## src/rtl/timer_setter.sv

```systemverilog
// timer_setter: debounced increase key steps the hours/minutes reminder threshold in set mode.
// Optional auto-repeat while held: define TIMER_SETTER_AUTO_REPEAT_EN.
module timer_setter #(
  parameter int DEBOUNCE_CYCLES = 1000000,
  parameter int DEFAULT_HOURS   = 10,
  parameter int DEFAULT_MINUTES = 0,
  parameter int REPEAT_DELAY    = 50000000,
  parameter int REPEAT_PERIOD   = 20000000
) (
  input  logic       clk,
  input  logic       reset,
  input  logic       set_mode,
  input  logic       set_select,
  input  logic       increase_key,
  input  logic       visible,
  output logic [4:0] hours,
  output logic [5:0] minutes
);
  localparam int CW = $clog2(DEBOUNCE_CYCLES + 1);
  logic sync1, sync2, stable, stable_last, press, en, bump;
  logic [CW-1:0] cnt;
  assign press = stable & ~stable_last;
  assign en = set_mode & visible;
`ifdef TIMER_SETTER_AUTO_REPEAT_EN
  localparam int RMAX = (REPEAT_DELAY > REPEAT_PERIOD) ? REPEAT_DELAY : REPEAT_PERIOD;
  localparam int RW = $clog2(RMAX + 1);
  logic [RW-1:0] rpt_cnt;
  logic rpt_active, rpt_first, rpt_fire;
  // rpt_cnt holds the number of edges elapsed since the last increment
  assign rpt_fire = rpt_active & stable & en &
                    (rpt_cnt == (rpt_first ? RW'(REPEAT_DELAY) : RW'(REPEAT_PERIOD)));
  assign bump = (press & en) | rpt_fire;
  always_ff @(posedge clk or posedge reset) begin
    if (reset) begin
      rpt_active <= 1'b0;
      rpt_first  <= 1'b0;
      rpt_cnt    <= '0;
    end else if (!(stable & en)) begin
      rpt_active <= 1'b0;
      rpt_cnt    <= '0;
    end else if (press) begin
      rpt_active <= 1'b1;
      rpt_first  <= 1'b1;
      rpt_cnt    <= RW'(1);
    end else if (rpt_fire) begin
      rpt_first <= 1'b0;
      rpt_cnt   <= RW'(1);
    end else if (rpt_active) begin
      rpt_cnt <= rpt_cnt + RW'(1);
    end
  end
`else
  assign bump = press & en;
`endif
  always_ff @(posedge clk or posedge reset) begin
    if (reset) begin
      sync1       <= 1'b0;
      sync2       <= 1'b0;
      stable      <= 1'b0;
      stable_last <= 1'b0;
      cnt         <= '0;
      hours       <= 5'(DEFAULT_HOURS);
      minutes     <= 6'(DEFAULT_MINUTES);
    end else begin
      sync1       <= increase_key;
      sync2       <= sync1;
      stable_last <= stable;
      if (sync2 == stable) cnt <= '0;
      else if (cnt == CW'(DEBOUNCE_CYCLES - 1)) begin
        stable <= sync2;
        cnt    <= '0;
      end else cnt <= cnt + CW'(1);
      if (bump && set_select) hours <= (hours == 5'd23) ? 5'd0 : hours + 5'd1;
      if (bump && !set_select) minutes <= (minutes == 6'd59) ? 6'd0 : minutes + 6'd1;
    end
  end
endmodule

```

## config.mk

```make
export PLATFORM = sky130hd
export DESIGN_NAME = timer_setter
export DESIGN_NICKNAME = d
export VERILOG_FILES = /design/src/rtl/timer_setter.sv
export SDC_FILE = /design/constraint.sdc
export NUM_CORES = 1
export LEC_CHECK = 0
export CORE_MARGIN = 4
export CORE_UTILIZATION = 30
export DETAILED_ROUTE_END_ITERATION = 6
export GPL_TIMING_DRIVEN = 1
export HOLD_SLACK_MARGIN = 0.15
export SLEW_MARGIN = 20
export SYNTH_ARGS = -nofsm -noshare
export SYNTH_HDL_FRONTEND = slang
export SYNTH_SLANG_ARGS = --single-unit
export TNS_END_PERCENT = 30
```

## constraint.sdc

```tcl
create_clock -name clk -period 1.8 [get_ports clk]
set_clock_uncertainty 0.1 [all_clocks]
set_input_delay 0.18 -clock clk [delete_from_list [all_inputs] [get_ports clk]]
set_output_delay 0.18 -clock clk [all_outputs]
set_load 0.03 [all_outputs]
```

* Word-level counts from Yosys, hierarchy flattened
Cells that the tools add are included.
** Storage, ports and cells
- Register bits :: 35
- Latch bits :: 0
- Bits in writable memories :: 0
- Memory bits (read-only) :: 0
- Input bits :: 6
- Output and inout port bits :: 11
- Logic and storage cells :: 27
- Memories :: 0
** Operators by class
- Add/sub/neg operators :: 3
- Multiply operators :: 0
- Div/mod/pow operators :: 0
- $lt $le $gt $ge :: 0
- Equality and inequality tests :: 4
- Shifts and indexed selects :: 0
- Mux-type cells :: 4
- Bitwise gates (word level) :: 5
- Reductions and logical operators :: 4
** Operator list (count)
- $mux 20 :: 2
- $add 20x1->20 const B :: 1
- $eq 20x20->1 const B :: 1
- $add 6x1->6 const B :: 1
- $eq 6x6->1 const B :: 1
- $mux 6 :: 1
- $add 5x1->5 const B :: 1
- $eq 5x5->1 const B :: 1
- $mux 5 :: 1
- $and 1x1->1 :: 3
- $logic_and 1x1->1 :: 2
- $not 1->1 :: 2
- $reduce_and 2->1 :: 1
- $eq 1x1->1 :: 1
- $logic_not 1->1 :: 1

* Longest topological paths before layout
Gate-level depths: netlist of run 1.
- Depth after elaboration :: 4
- Gate-level depth with buffers :: 6
- Gate-level depth less buffers :: 5

* Worst setup path before layout of run 1
No wires, ideal clock.
- Path kind :: reg-to-reg
- Start point :: reg cnt[0]
- End point :: reg stable
- Setup time :: 125 ps
- Arrival :: 1554 ps
- Data required time :: 1575 ps
- Path slack :: 22 ps
- Stages on the path, launching flop included :: 6
- Path buffers :: 0
- Period minus slack after synthesis :: 1778 ps
- Cell sequence :: dfrtp_1 > ha_1 > nand2_1 > or2_4 > nor3_1 > mux2_2
** Between the ends
- Cells in the longest elaborated chain, start to end :: 2
** Ends and longest elaborated chain
- start, declared :: RTL line 21 : logic [CW-1:0] cnt;
- start signal, assigned :: RTL line 72 : end else cnt <= cnt + CW'(1);
- $eq 20x20->1 :: RTL line 69 : else if (cnt == CW'(DEBOUNCE_CYCLES - 1)) begin
- $reduce_and 2->1 (no line)
- end signal, assigned :: RTL line 70 : stable <= sync2;
- end, declared :: RTL line 20 : logic sync1, sync2, stable, stable_last, press, en, bump;
Every way passes these cells.
A chain may end at the register's enable or synchronous reset.

* Worst setup path in the final report of run 1
- Start point :: reg minutes[2]
- End point :: out minutes[2]
** RTL lines
- start, declared :: RTL line 17 : output logic [5:0] minutes
- start signal, assigned :: RTL line 63 : minutes <= 6'(DEFAULT_MINUTES);
- start signal, assigned :: RTL line 74 : if (bump && !set_select) minutes <= (minutes == 6'd59) ? 6'd0 : minutes + 6'd1;
No word-level cell between the ends.

==> results of run 1 <==
routing by layer:
metal,global-route usage (%),share of wire (%),vias to the layer above
li1,-,-,671
met2,15.8,45,17
met5,0,0,-
met3,3.16,3.3,7
met1,12.5,50,608
met4,5.70,2.3,0
report_power, final:
group	internal, W	total, W	switching [W]
registers	0.000794	0.000800	0.00000621
logic	0.0000260	0.0000592	0.0000331
clock network	0.000271	0.000544	0.000273
layout by cell type, fill, tap and decap left out, drive strengths merged, types with 4 or more instances in the layout:
master         instances
clkdlybuf4s50         14
nand3                 12
clkbuf                 7
xor2                   6
nor3                   6
buf                   13
dfrtp                 33
xnor2                 10
inv                    7
nand4                  8
nor2                  18
o21ai                 11
nand2                 19
a21oi                  4
nor4                   5
layout make-up:
type	instances	area share, %
inverters	7	1.21
multi-input cells	128	38.0
clock inverters	1	0.230
clock buffers	7	3.51
flip-flops and latches	35	40.4
repair buffers	29	12.5
well taps	72	4.15
repair_timing:
item                                    in CTS  in global routing
setup buffers                                0                  0
endpoints found under the setup margin       1                  3
pin swaps                                    0                  0
resized for setup                            1                  3
hold endpoints to repair                     0                  0
logic make-up after synthesis:
kind of cell,synth area share [%]
xor gates and xnor gates,8.10
adders and majority gates,2.17
buffers and inverters,2.17
and+or+nand+nor,26.3
muxes,3.04
AOI/OAI and AO/OA,7.45
DFF,50.8
worst max-delay path by stage:
stage               start          to  slack (ns)  cells past startpoint
2_1_floorplan      cnt[0]      stable        0.02                      5
3_3_place_gp      cnt[11]      stable        0.09                      4
3_5_place_dp      cnt[11]      stable        0.09                      4
4_1_cts          hours[3]    hours[3]       0.003                      1
5_1_grt        minutes[2]  minutes[2]        0.02                      1
6_report       minutes[2]  minutes[2]        0.07                      1
sequential cells by signal (all words and copies together), names as in the netlist:
| signal | count |
|---|---|
| hours | 5 |
| sync2 | 1 |
| minutes | 6 |
| sync1 | 1 |
| stable | 1 |
| stable_last | 1 |
| cnt | 20 |
stage by stage:
| step | instances | hold WS [ns] | power [W] | cell area [sq um] |
|---|---|---|---|---|
| 5_1_grt | 279 | 0.219 | 0.00146 | 2170 |
| 2_1_floorplan | 171 | 0.111 | 0.000845 | 1730 |
| 4_1_cts | 279 | 0.209 | 0.00143 | 2160 |
| 6_report | 279 | 0.197 | 0.00140 | 2170 |
| 3_5_place_dp | 271 | 0.236 | 0.000876 | 2080 |
| 3_3_place_gp | 271 | 0.231 | 0.000875 | 2080 |
==> metrics.yaml, run 1 <==
yosys:
  synth_area_sq_um: 1730
  yosys_most_used_dff: "sky130_fd_sc_hd__dfrtp_1"
  synth_cell_type_count: 37
  synth_top_cells_by_area: "sky130_fd_sc_hd__dfrtp_1 (48%), sky130_fd_sc_hd__xnor2_1 (5.1%), sky130_fd_sc_hd__nand2_1 (4.1%), sky130_fd_sc_hd__nor2_1 (3.9%), sky130_fd_sc_hd__nand3_1 (3.2%)"
  synthCells: 171
  number_of_enable_type_register_cells_in_the_synthesized_netlist: 0
  synth_area_leader_cell: "sky130_fd_sc_hd__dfrtp_1"
  synth.most_common_cell: "sky130_fd_sc_hd__dfrtp_1"
  post_synth.cell_area_avg_sq_um: 10.1
  post_synthesis_net_count: 180
  netlist_top_cells_count: "sky130_fd_sc_hd__dfrtp_1 (33), sky130_fd_sc_hd__nand2_1 (19), sky130_fd_sc_hd__nor2_1 (18)"
  async_reset_ff_share_pct: 100
  synth_seq_area_share_pct: 50.8
  synth_top_area_share_pct: 47.8
  yosysWarnings: 0
  yosys_register_bits: 35
route:
  drt.antenna.violating_nets: 0
  detail_route.vias_per_cell: 4.67
  drt-initial-drc-count: 34
  drt_wl_total_um: 3300
  first_pass_iteration_count_of_the_detailed_router: 2
  drcViolationCount: 0
  vias: 1303
  drt-wirelength-per-cell_um: 11.8
clocking:
  clk_pin_slew_worst_paths_ns: 0.07
  cts_sinks: 35
  tritoncts_clock_tree: "done"
  cts_root_buffer: "sky130_fd_sc_hd__clkbuf_8"
  cts.hold.buffers_added: 0
  cts_buffer_depth: 2
  numCtsBuffers: 5
  clk_latency_ns: 0.28
  cts.htree.levels: 2
setup_path:
  worstSetupPathType: "flip-flop to primary output"
  critPathBufInv: 1
  crit_required_ns: 1.52
  timing.critical_path.to_type: "primary output"
  crit_path_top_delay_cell: "sky130_fd_sc_hd__clkdlybuf4s50_1"
  startpoint_type: "flip-flop"
  critical_path.cell_chain: "clkdlybuf4s50_1"
  worstReg2RegStart: "cnt[11]"
  crit_fanout: 8
  cpPeakStageDelay_ns: 0.71
  reg2reg_to: "stable"
  worst_ep_arrival_time_ns: 1.45
  rrSetupSlack_ns: 0.15
  critical-path-top-delay-family: "buffers and inverters"
  reg2regPathDepth: 4
placement:
  placement.setup.worst_slack_ns: 0.0890
  gp_congestion: 0.752
  dp_hpwl_um: 2370
  buffer_ports.inserted: 16
grt:
  gr-usage-all-layers_pct: 10.2
  overflow: 0
  via_count_of_the_first_global_routing_pass: 1256
  grt_start_max_net_pins: 36
  first_pass_grt_wire_length_um: 5730
  grt_antenna_before_repair: 0
cells_and_area:
  fillers: 576
  layout_stage_area_growth_over_the_synthesis_result_pct: 25.6
  multi_input_comb_area_sq_um: 825
  ff_latch_area_sq_um: 878
  antenna_cells_inserted: 0
  design.final.nets: 215
  finalCoreUtilization_pct: 39.2
  post_route_cells_drive_above_1_share_pct: 15.9
sta:
  setup-tns-final_ns: 0
  fin_crit_share_pct: 96.3
  worst_slew_pin_slew_ns: 0.454
  max_clock_freq_mhz: 577
  hold_violations: 0
  timing.slew.headroom_pct: 69.7
  setup_viol: 0
  period_minus_slack_ns: 1.73
  rsz0062_at_grt: "false"
  timing.final.max_slew_violations: 0
  final.setup.worst_slack_ns: 0.0673
pwr:
  static-leakage-power_nw: 0.918
  worst_ir_drop_vdd_v: 0.000249
  p_per_area_nw_per_um2: 646
die:
  std_cell_rows: 27
  die_outline_area_sq_um: 7040
  core_footprint_sq_um: 5540
  initial_utilization_pct: 31.2
  die-width_um: 83.9
  die_height_um: 83.9
  design.portCount: 17
min_path:
  worstHoldPathType: "input pin to asynchronous set/reset pin"
status:
  outcome: "completed"
run:
  max_cap_violations: 0
No activity file was read; power rests on OpenSTA's default activity.
==> run 2: changes to the inputs <==
Settings changed: PLACE_DENSITY set to 0.51.
==> run 2 against run 1 <==
Compared with the run above:
- register-to-register slack about the same
- via count is 3.1% higher
- total power rose by 3.0%
- final area up 1.4%
- largest cell class unchanged
==> metrics.yaml, run 2 (synthesis gave the netlist of run 1 again) <==
setup_path:
  crit_required_ns: 1.52  # about the same
  crit_path_top_delay_cell: "sky130_fd_sc_hd__clkdlybuf4s50_1"  # unchanged
  reg2reg_to: "cnt[17]"  # was stable
  critical_path.cell_chain: "clkdlybuf4s50_1"  # unchanged
  startpoint_type: "flip-flop"  # unchanged
  timing.critical_path.to_type: "primary output"  # unchanged
  critPathBufInv: 1  # unchanged
  critical-path-top-delay-family: "buffers and inverters"  # unchanged
  cpPeakStageDelay_ns: 0.71  # about the same
  critPathLaunch: "minutes[2]"  # unchanged
  worstSetupPathType: "flip-flop to primary output"  # unchanged
  rrSetupSlack_ns: 0.14  # was 0.15 ns
  reg2regPathDepth: 5  # was 4
  worst_ep_arrival_time_ns: 1.45  # about the same
  worstReg2RegStart: "cnt[7]"  # was cnt[11]
  crit_fanout: 8  # unchanged
die:
  std_cell_rows: 27  # unchanged
  design.portCount: 17  # unchanged
  die-width_um: 83.9  # unchanged
  core_footprint_sq_um: 5540  # unchanged
  initial_utilization_pct: 31.2  # unchanged
  die_height_um: 83.9  # unchanged
  die_outline_area_sq_um: 7040  # unchanged
cells_and_area:
  layout.cells.most_common: "sky130_fd_sc_hd__dfrtp_1"  # unchanged
  design.final.nets: 217  # was 215
  post_route_cells_drive_above_1_share_pct: 17.2  # was 15.9%
  most-common-layout-cells: "sky130_fd_sc_hd__dfrtp_1 (33), sky130_fd_sc_hd__nand2_1 (19), sky130_fd_sc_hd__nor2_1 (18), sky130_fd_sc_hd__clkdlybuf4s50_1 (14), sky130_fd_sc_hd__buf_4 (13)"  # was sky130_fd_sc_hd__dfrtp_1 (33), sky130_fd_sc_hd__nand2_1 (19), sky130_fd_sc_hd__nor2_1 (18), sky130_fd_sc_hd__clkdlybuf4s50_1 (14), sky130_fd_sc_hd__buf_4 (12)
  antenna_cells_inserted: 0  # unchanged
  layout_stage_area_growth_over_the_synthesis_result_pct: 27.4  # was 25.6%
  regMostFlops: "cnt"  # unchanged
  top_regs: "cnt: 20 flops, minutes: 6 flops, hours: 5 flops"  # unchanged
  max_reg_flops: 20  # unchanged
grt:
  overflow: 0  # unchanged
  via_count_of_the_first_global_routing_pass: 1334  # was 1,256
  gr-usage-all-layers_pct: 11.1  # was 10.2%
  grt_start_max_net_pins: 36  # unchanged
  grt_antenna_before_repair: 0  # unchanged
  first_pass_grt_wire_length_um: 6310  # was 5730 um
clocking:
  post_cts_buffers: 0  # unchanged
  cts_root_buffer: "sky130_fd_sc_hd__clkbuf_8"  # unchanged
  clk_pin_slew_worst_paths_ns: 0.07  # about the same
  clk_latency_ns: 0.28  # about the same
  numCtsBuffers: 5  # unchanged
  cts_sinks: 35  # unchanged
  tritoncts_clock_tree: "done"  # unchanged
  cts.htree.levels: 2  # unchanged
  cts_buffer_depth: 2  # unchanged
placement:
  gp_congestion: 0.741  # was 0.752
  dp_hpwl_um: 2470  # was 2370 um
  placement.setup.worst_slack_ns: 0.0963  # was 0.0890 ns
  buffer_ports.inserted: 16  # unchanged
pwr:
  seq_power_share_pct: 55.3  # was 57.0%
  clock_power_share_pct: 40.4  # was 38.8%
  total_switching_power_w: 0.000314  # was 0.000312 W
  power.share.switching_pct: 21.7  # was 22.2%
  p_comb_share_pct: 4.3  # was 4.2%
  totalPowerFinal_w: 0.00145  # was 0.00140 W
  static-leakage-power_nw: 0.922  # was 0.918 nW
  internal_power_w: 0.00113  # was 0.00109 W
  p_per_area_nw_per_um2: 657  # was 646 nW/um^2
  worst_ir_drop_vdd_v: 0.000491  # was 0.000249 V
route:
  detail_route.vias_per_cell: 4.78  # was 4.67
  first_pass_iteration_count_of_the_detailed_router: 4  # was 2
  drt-wirelength-per-cell_um: 12.4  # was 11.8 um
  drt-initial-drc-count: 38  # was 34
  drt.antenna.violating_nets: 0  # unchanged
  drt_wl_total_um: 3470  # was 3300 um
  drcViolationCount: 0  # unchanged
  vias: 1344  # was 1,303
min_path:
  holdPathEnd: "sync1"
  whs_path_depth: 1
  worstHoldPathType: "input pin to flip-flop"  # was input pin to asynchronous set/reset pin
  min-delay-start: "increase_key"
sta:
  final.setup.worst_slack_ns: 0.0746  # was 0.0673 ns
  max_clock_freq_mhz: 580  # was 577 MHz
  worst_slew_pin_slew_ns: 0.343  # was 0.454 ns
  timing.slew.headroom_pct: 77.1  # was 69.7%
  finalHoldWorstSlack_ns: 0.229  # was 0.197 ns
  setup_viol: 0  # unchanged
  timing.final.max_slew_violations: 0  # unchanged
  hold_violations: 0  # unchanged
  rsz0062_at_grt: "true"  # was false
  fin_crit_share_pct: 95.9  # was 96.3%
  period_minus_slack_ns: 1.73  # about the same
run:
  max_cap_violations: 0  # unchanged
status:
  outcome: "completed"  # unchanged
## run 2: cell count changes in the layout (fill, tap and decap cells not counted)
cell,delta
sky130_fd_sc_hd__buf_4,+1
sky130_fd_sc_hd__clkbuf_1,-1
sky130_fd_sc_hd__clkbuf_8,+1
sky130_fd_sc_hd__dlygate4sd2_1,+1
sky130_fd_sc_hd__dlygate4sd3_1,+1
sky130_fd_sc_hd__dlymetal6s2s_1,-1
sky130_fd_sc_hd__nor4b_1,-1
sky130_fd_sc_hd__nor4b_2,+1
## run 2: timing repair
item                                    CTS  global route
endpoints found under the hold margin    10             0
resized for setup                         2             3
endpoints found under the setup margin    2             3
hold buffers                              1             0
pin swaps                                 0             2
## run 2: how the worst max path moves through the flow
stage	end	cells past startpoint
3_5_place_dp	stable	5
6_report	minutes[2]	1
5_1_grt	cnt[17]	5
4_1_cts	minutes[2]	1
3_3_place_gp	stable	4
2_1_floorplan	stable	5
## run 2: power groups by stage
stage / Combinational [W] / Sequential [W] / Clock (W)
after global placement: 0.0000627 / 0.000815 / 0
after detailed placement: 0.0000626 / 0.000815 / 0
after global routing: 0.0000719 / 0.000801 / 0.000648
after floorplan: 0.0000309 / 0.000814 / 0
final: 0.0000619 / 0.000800 / 0.000584
after CTS: 0.0000646 / 0.000800 / 0.000615
## run 2: cell type report
cell class	count	area, sq um
fill	555	3340
sequential	35	878
clock inverter	1	5.00
multi-input combinational	128	831
tap	72	90.1
clock buffer	7	86.3
timing repair buffer	31	285
inverter	7	26.3
## run 2: metal layers
layer  part of all wire (%)  vias up  track usage (%)
met5                      0        -                0
li1                       -      671                -
met2                     46       23             16.6
met3                    4.2        5             3.16
met1                     49      645             15.1
met4                    1.2        0             4.24
## run 2: stage by stage
stage / std cells / TNS [ns] / util, % / instance area [sq um]
floorplan: 171 / 0 / - / 1730
global placement: 272 / 0 / 37.6 / 2090
detailed placement: 272 / 0 / 37.6 / 2090
CTS: 281 / 0 / 39.4 / 2180
global route: 281 / -0.0252 / 39.7 / 2200
finish: 281 / 0 / 39.7 / 2200
